## src/rtl/ysyx_23060201_lsu_pkg.sv

```systemverilog
// Shared LSU definitions: FSM states, funct3 size codes, lane masks and
// the size/alignment decode used by both the control path and the aligner.
package ysyx_23060201_lsu_pkg;

    typedef enum logic [1:0] {
        IDLE   = 2'd0,
        ACCESS = 2'd1,
        RESP   = 2'd2
    } lsu_state_e;

    typedef enum logic [1:0] {
        SZ_BYTE = 2'd0,
        SZ_HALF = 2'd1,
        SZ_WORD = 2'd2
    } lsu_size_e;

    localparam logic [2:0] F3_B  = 3'b000;
    localparam logic [2:0] F3_H  = 3'b001;
    localparam logic [2:0] F3_W  = 3'b010;
    localparam logic [2:0] F3_BU = 3'b100;
    localparam logic [2:0] F3_HU = 3'b101;

    localparam logic [7:0] MASK_B = 8'h01;
    localparam logic [7:0] MASK_H = 8'h03;
    localparam logic [7:0] MASK_W = 8'h0F;

    // Unlisted funct3 codes fall through to word size.
    function automatic lsu_size_e f3_size(input logic [2:0] f3);
        case (f3)
            F3_B, F3_BU: return SZ_BYTE;
            F3_H, F3_HU: return SZ_HALF;
            default:     return SZ_WORD;
        endcase
    endfunction

    function automatic logic f3_signed(input logic [2:0] f3);
        return (f3 == F3_B) || (f3 == F3_H);
    endfunction

    function automatic logic misaligned(input logic [2:0] f3, input logic [1:0] off);
        case (f3_size(f3))
            SZ_HALF: return off[0];
            SZ_WORD: return off != 2'b00;
            default: return 1'b0;
        endcase
    endfunction

    function automatic logic [7:0] base_mask(input lsu_size_e size);
        case (size)
            SZ_BYTE: return MASK_B;
            SZ_HALF: return MASK_H;
            default: return MASK_W;
        endcase
    endfunction

endpackage

```

## src/rtl/ysyx_23060201_lsu_align.sv

```systemverilog
// Lane aligner: byte-enable mask, store data shift and load data extraction
// with sign/zero extension. Purely combinational.
module ysyx_23060201_LSU_ALIGN
    import ysyx_23060201_lsu_pkg::*;
(
    input  logic [2:0]  funct3,
    input  logic [1:0]  addr,
    input  logic [31:0] wdata,
    input  logic [31:0] rdata,
    output logic [7:0]  mask,
    output logic [31:0] wdata_sh,
    output logic [31:0] rdata_ext
);

    lsu_size_e   size;
    logic        sgn;
    logic [4:0]  sh;
    logic [31:0] rdata_sh;

    always_comb begin
        size     = f3_size(funct3);
        sgn      = f3_signed(funct3);
        sh       = {addr, 3'b000};
        mask     = base_mask(size) << addr;
        wdata_sh = wdata << sh;
        rdata_sh = rdata >> sh;
        case (size)
            SZ_BYTE: rdata_ext = sgn ? {{24{rdata_sh[7]}}, rdata_sh[7:0]}
                                     : {24'h000000, rdata_sh[7:0]};
            SZ_HALF: rdata_ext = sgn ? {{16{rdata_sh[15]}}, rdata_sh[15:0]}
                                     : {16'h0000, rdata_sh[15:0]};
            default: rdata_ext = rdata_sh;
        endcase
    end

endmodule

```

## src/rtl/ysyx_23060201_lsu_reg.sv

```systemverilog
// Common holding register primitive, asynchronous active-low reset variant.
module ysyx_23060201_Reg #(
    parameter int unsigned      WIDTH     = 1,
    parameter logic [WIDTH-1:0] RESET_VAL = '0
) (
    input  logic             clk,
    input  logic             rst_n,
    input  logic             wen,
    input  logic [WIDTH-1:0] din,
    output logic [WIDTH-1:0] dout
);

    always_ff @(posedge clk or negedge rst_n) begin
        if (!rst_n) begin
            dout <= RESET_VAL;
        end else if (wen) begin
            dout <= din;
        end
    end

endmodule

```

## src/rtl/ysyx_23060201_lsu.sv

```systemverilog
// Load/store unit: accepts one EXU request, performs a single-cycle memory
// access, and holds the aligned/extended result for the WBU handshake.
module ysyx_23060201_lsu
    import ysyx_23060201_lsu_pkg::*;
#(
    parameter int unsigned ADDR_WIDTH = 32,
    parameter int unsigned DATA_WIDTH = 32
) (
    input  logic                  clk,
    input  logic                  rst_n,
    input  logic                  in_valid,
    output logic                  in_ready,
    input  logic                  in_load,
    input  logic                  in_store,
    input  logic [2:0]            in_funct3,
    input  logic [ADDR_WIDTH-1:0] in_addr,
    input  logic [DATA_WIDTH-1:0] in_wdata,
    input  logic [4:0]            in_rd,
    output logic                  out_valid,
    input  logic                  out_ready,
    output logic [DATA_WIDTH-1:0] out_rdata,
    output logic [4:0]            out_rd,
    output logic                  out_err,
    output logic                  mem_ren,
    output logic [ADDR_WIDTH-1:0] mem_raddr,
    output logic [7:0]            mem_rmask,
    input  logic [DATA_WIDTH-1:0] mem_rdata,
    output logic                  mem_wen,
    output logic [ADDR_WIDTH-1:0] mem_waddr,
    output logic [7:0]            mem_wmask,
    output logic [DATA_WIDTH-1:0] mem_wdata
);

    localparam int unsigned REQ_W = 2 + 3 + ADDR_WIDTH + DATA_WIDTH + 5;

    lsu_state_e state_q, state_d;

    logic                  accept;
    logic                  in_mis;
    logic                  in_mem_op;
    logic                  in_st_only;
    logic                  in_err;
    logic [REQ_W-1:0]      req_q;
    logic                  ld_q, st_q;
    logic [2:0]            f3_q;
    logic [ADDR_WIDTH-1:0] addr_q;
    logic [DATA_WIDTH-1:0] wdata_q;
    logic [4:0]            rd_q;
    logic                  in_access;
    logic [7:0]            lane_mask;
    logic [DATA_WIDTH-1:0] wdata_sh;
    logic [DATA_WIDTH-1:0] rdata_ext;
    logic                  rdata_wen;
    logic [DATA_WIDTH-1:0] rdata_d;

    assign accept     = in_valid & in_ready;
    assign in_mem_op  = in_load | in_store;
    assign in_mis     = misaligned(in_funct3, in_addr[1:0]);
    assign in_err     = in_mem_op & in_mis;
    // Load wins if both flags are set, so ren and wen can never coincide.
    assign in_st_only = in_store & ~in_load;

    always_ff @(posedge clk or negedge rst_n) begin
        if (!rst_n) begin
            state_q <= IDLE;
        end else begin
            state_q <= state_d;
        end
    end

    always_comb begin
        state_d   = state_q;
        in_ready  = 1'b0;
        out_valid = 1'b0;
        in_access = 1'b0;
        case (state_q)
            IDLE: begin
                in_ready = 1'b1;
                if (in_valid) begin
                    state_d = (in_mem_op && !in_mis) ? ACCESS : RESP;
                end
            end
            ACCESS: begin
                in_access = 1'b1;
                state_d   = RESP;
            end
            RESP: begin
                out_valid = 1'b1;
                if (out_ready) begin
                    state_d = IDLE;
                end
            end
            default: state_d = IDLE;
        endcase
    end

    ysyx_23060201_Reg #(
        .WIDTH    (REQ_W),
        .RESET_VAL('0)
    ) u_req_reg (
        .clk  (clk),
        .rst_n(rst_n),
        .wen  (accept),
        .din  ({in_load, in_st_only, in_funct3, in_addr, in_wdata, in_rd}),
        .dout (req_q)
    );

    assign {ld_q, st_q, f3_q, addr_q, wdata_q, rd_q} = req_q;

    ysyx_23060201_LSU_ALIGN u_align (
        .funct3   (f3_q),
        .addr     (addr_q[1:0]),
        .wdata    (wdata_q),
        .rdata    (mem_rdata),
        .mask     (lane_mask),
        .wdata_sh (wdata_sh),
        .rdata_ext(rdata_ext)
    );

    // Result is cleared on accept so stores, errors and no-ops report zero.
    assign rdata_wen = accept | (in_access & ld_q);
    assign rdata_d   = accept ? '0 : rdata_ext;

    ysyx_23060201_Reg #(
        .WIDTH    (DATA_WIDTH),
        .RESET_VAL('0)
    ) u_rdata_reg (
        .clk  (clk),
        .rst_n(rst_n),
        .wen  (rdata_wen),
        .din  (rdata_d),
        .dout (out_rdata)
    );

    ysyx_23060201_Reg #(
        .WIDTH    (1),
        .RESET_VAL(1'b0)
    ) u_err_reg (
        .clk  (clk),
        .rst_n(rst_n),
        .wen  (accept),
        .din  (in_err),
        .dout (out_err)
    );

    assign out_rd    = rd_q;
    assign mem_ren   = in_access & ld_q;
    assign mem_wen   = in_access & st_q;
    assign mem_raddr = {addr_q[ADDR_WIDTH-1:2], 2'b00};
    assign mem_waddr = {addr_q[ADDR_WIDTH-1:2], 2'b00};
    assign mem_rmask = mem_ren ? lane_mask : '0;
    assign mem_wmask = mem_wen ? lane_mask : '0;
    assign mem_wdata = wdata_sh;

endmodule

```

## config.mk

```make
export PLATFORM = sky130hd
export DESIGN_NAME = ysyx_23060201_lsu
export DESIGN_NICKNAME = d
export VERILOG_FILES = /design/src/rtl/ysyx_23060201_lsu_pkg.sv /design/src/rtl/ysyx_23060201_lsu_align.sv /design/src/rtl/ysyx_23060201_lsu_reg.sv /design/src/rtl/ysyx_23060201_lsu.sv
export SDC_FILE = /design/constraint.sdc
export NUM_CORES = 1
export LEC_CHECK = 0
export ABC_AREA = 1
export CAP_MARGIN = 40
export CORE_AREA = 4 4 123 125
export CTS_CLUSTER_DIAMETER = 150
export CTS_CLUSTER_SIZE = 30
export DETAILED_ROUTE_END_ITERATION = 16
export DIE_AREA = 0 0 127 129
export GPL_TIMING_DRIVEN = 0
export MAX_ROUTING_LAYER = met4
export PLACE_DENSITY = 0.81
export RECOVER_POWER = 25
export SYNTH_ARGS = -nofsm -noshare
export SYNTH_HDL_FRONTEND = slang
export SYNTH_SLANG_ARGS = --single-unit
```

## constraint.sdc

```tcl
create_clock -name clk -period 1.7 [get_ports clk]
set_input_delay 0.255 -clock clk [delete_from_list [all_inputs] [get_ports clk]]
set_output_delay 0.255 -clock clk [all_outputs]
set_load 0.02 [all_outputs]
```

==> flow_summary.toml <==
[routing]
drtPass1Iterations = 5
wire_per_inst_um = 16.83
vias_per_cell = 4.922
drc_errors = 0
drtAntennaViolNets = 0
vias = 6384
drtIter0Drc = 548
drt_wl_total_um = 21830

[worst_setup_path]
required_ns = 1.44
critPathArrivalTime_ns = 1.65
path_buf_inv = 4
slowest_delay_ns = 0.43
critPathTopFamily = "buffers and inverters"
cp_slowest_cell = "dfrtp_1"
worst_setup_path_start_kind = "register"
cp_cell_sequence = "buf_6, buf_8, nor2_4, inv_6, o32ai_2, buf_4"
crit_fanout = 8
end_kind = "primary output"
path_class = "reg2out"

[floorplanning]
die_width_um = 127
dieHeight_um = 129
row_count = 43
start_util_pct = 42.71
coreArea_mm2 = 0.01388
die_area_mm2 = 0.01638
io_pins = 264

[clocking]
path_clk_slew_ns = 0.08
htreeDepth = 3
clk-insertion-delay-late_ns = 0.36
cts_max_path_buffers = 2
clock_sink_count = 109
cts_tree = "done"
cts_root_buffer = "clkbuf_16"
cts_buffers = 9

[layout]
n_antenna_cell = 0
fin_area_mm2 = 0.009913
area_growth_pct = 67.22
utilization_pct = 71.42
drive_gt1_share_pct = 25.78
fin_cells = 1297
nNetsFinal = 1222

[pwr]
vdd_drop_max_mv = 1.387
power_mw = 15.98
p_leak_nw = 5.183
power.density_mw_per_mm2 = 1612

[job]
cap_violations = 0

[global_routing]
grt_first_pass_wirelength_um = 31930
grtUsageTotal_pct = 25.76
grt_max_degree = 63
antenna_found_initial = 0
grt_pass1_vias = 5995
overflow = 0

[sta]
fin_crit_sh_pct = 111.8
worstMarginPinSlew_ns = 1.172
slew_violations = 0
relSlewSlack_pct = 21.84
rsz0062_at_grt = "true"
finalHoldViolCount = 0
clock.fmax_mhz = 526.3
setup_viol = 43
setup_ws_ns = -0.2001
clock_skew_ns = 0.01000
period_minus_slack_ns = 1.900

[logic_synthesis]
yosysWarningCount = 0
syn_area_per_cell_um2 = 7.337
syn-cell-area_mm2 = 0.005928
synth-async-reset-ratio_pct = 100.0
synth_area_leaders = "dfrtp_1 46%, nand2_1 22%, buf_4 10%"
yosysSeqAreaShare_pct = 46.01
yosysTopAreaCell = "dfrtp_1"
synth_top_cell_area_share_pct = 46.01
synthCells = 808
ys_ff_latch = 109
dominantRegCellSynth = "dfrtp_1"
yosys.cell_types.count = 23
synth_edf_count = 0

[placement]
place_inst = 1251
portBuffers = 257
gp_congestion = 0.8862
hpwl_um = 15500
placed_area_mm2 = 0.008770

[min_path]
min_path_type = "in2reg"

[run_status]
status = "complete, but fails checks"
violations = "setup timing"
-- power breakdown --
| group | leakage, nW | internal, mW | switching, mW |
|---|---|---|---|
| Sequential | 1.39 | 3.39 | 0.594 |
| Combinational | 3.65 | 4.48 | 5.35 |
| Clock | 0.142 | 1.19 | 0.982 |
| Total | 5.18 | 9.05 | 6.92 |
-- state kept, by name, indices dropped and copies added, names as in the netlist --
name	flops
u_err_reg.dout	1
state_q	2
u_rdata_reg.dout	32
u_req_reg.dout	74
-- synthesized netlist by cell type (2+ instances only) --
master and instances:
clkbuf_1 7, o211ai_1 2, nor2_1 76, a22oi_1 7, buf_2 26, buf_4 80, inv_2 3, buf_6 2
o21ai_0 55, nand2_1 345, o22ai_1 2, nand3_1 7, dfrtp_1 109, inv_1 30, a21oi_1 40, o32ai_1 6
nand2_2 5
-- path summary, 6_finish.rpt --
path	endpoint	from	slack, ns	depth (start not counted)
setup / recovery	mem_wdata[20]	u_req_reg.dout[37]	-0.20	6
min in group asynchronous	u_rdata_reg.dout[10]	rst_n	0.67	2
setup reg to reg	u_rdata_reg.dout[2]	state_q[1]	0.07	9
hold reg to reg	u_rdata_reg.dout[19]	u_rdata_reg.dout[19]	0.48	2
max in group asynchronous	u_req_reg.dout[51]	rst_n	0.16	3
hold / removal	u_req_reg.dout[67]	in_addr[30]	0.42	3
-- cell families (layout without fill, tap and decap cells) --
group | after synthesis | after routing | synth area share (%)
AOI/OAI and AO/OA | 114 | 114 | 10.45
DFF | 109 | 109 | 46.01
buffers and inverters | 148 | 452 | 15.24
and+or+nand+nor | 436 | 436 | 28.24
other | 1 | 6 | 0.06326
-- metrics by stage --
step | worst slack, ns | hold WS [ns] | TNS, ns
floorplan | 0.03697 | -0.04059 | 0
global placement | -3.847 | 0.4631 | -439.92
detailed placement | -0.6713 | 0.3209 | -21.82
CTS | -0.1807 | 0.4153 | -4.737
global route | -0.2551 | 0.4209 | -13.94
finish | -0.2001 | 0.4233 | -5.279
-- worst reg2reg max path, stage by stage (launching register included) --
cell,delay [ns]
dfrtp_1,0.40
inv_2,0.09
nand2_4,0.07
nor2_4,0.18
inv_6,0.10
buf_4,0.18
buf_2,0.18
a21oi_1,0.12
o21ai_0,0.14
nand2_1,0.10
-- cell type report --
cell class,instances,area [um^2]
Buffer,113,953.4
Inverter,33,141.4
Timing Repair Buffer,290,2846
Sequential cell,109,2728
Multi-Input combinational cell,556,2718
Clock inverter,5,58.81
Tap cell,180,225.2
Clock buffer,11,242.7
Fill cell,1108,3968
-- metal layers --
layer,track usage [%],vias to the layer above,part of all wire [%]
li1,-,3060,-
met1,31.01,2987,38
met2,43.28,303,52
met3,6.600,34,8.2
met4,6.814,0,2.1
met5,-,-,0
-- repair_timing --
| item | in CTS | in global routing |
|---|---|---|
| endpoints found under the setup margin | 98 | 81 |
| pin swaps | 8 | 16 |
| hold endpoints to repair | 47 | 0 |
| gates resized for setup | 413 | 106 |
| setup buffers | 15 | 11 |
| gates cloned | 1 | 6 |
| hold buffers | 1 | 0 |
-- cell usage in the layout (no fill, tap or decap), drive strengths merged --
cell,n
nand3,8
buf,183
a22oi,7
o22ai,2
clkdlybuf4s50,141
clkinvlp,2
a31oi,1
nand4,1
dlymetal6s2s,14
o21ai,56
a21oi,40
bufinv,1
nor2,77
conb,6
clkdlybuf4s15,2
dlygate4sd2,50
inv,34
dlygate4sd3,2
o32ai,6
clkinv,1
o211ai,2
nand2,350
dfrtp,109
clkbuf,22
Note: power is estimated with default switching activity, not from simulation.
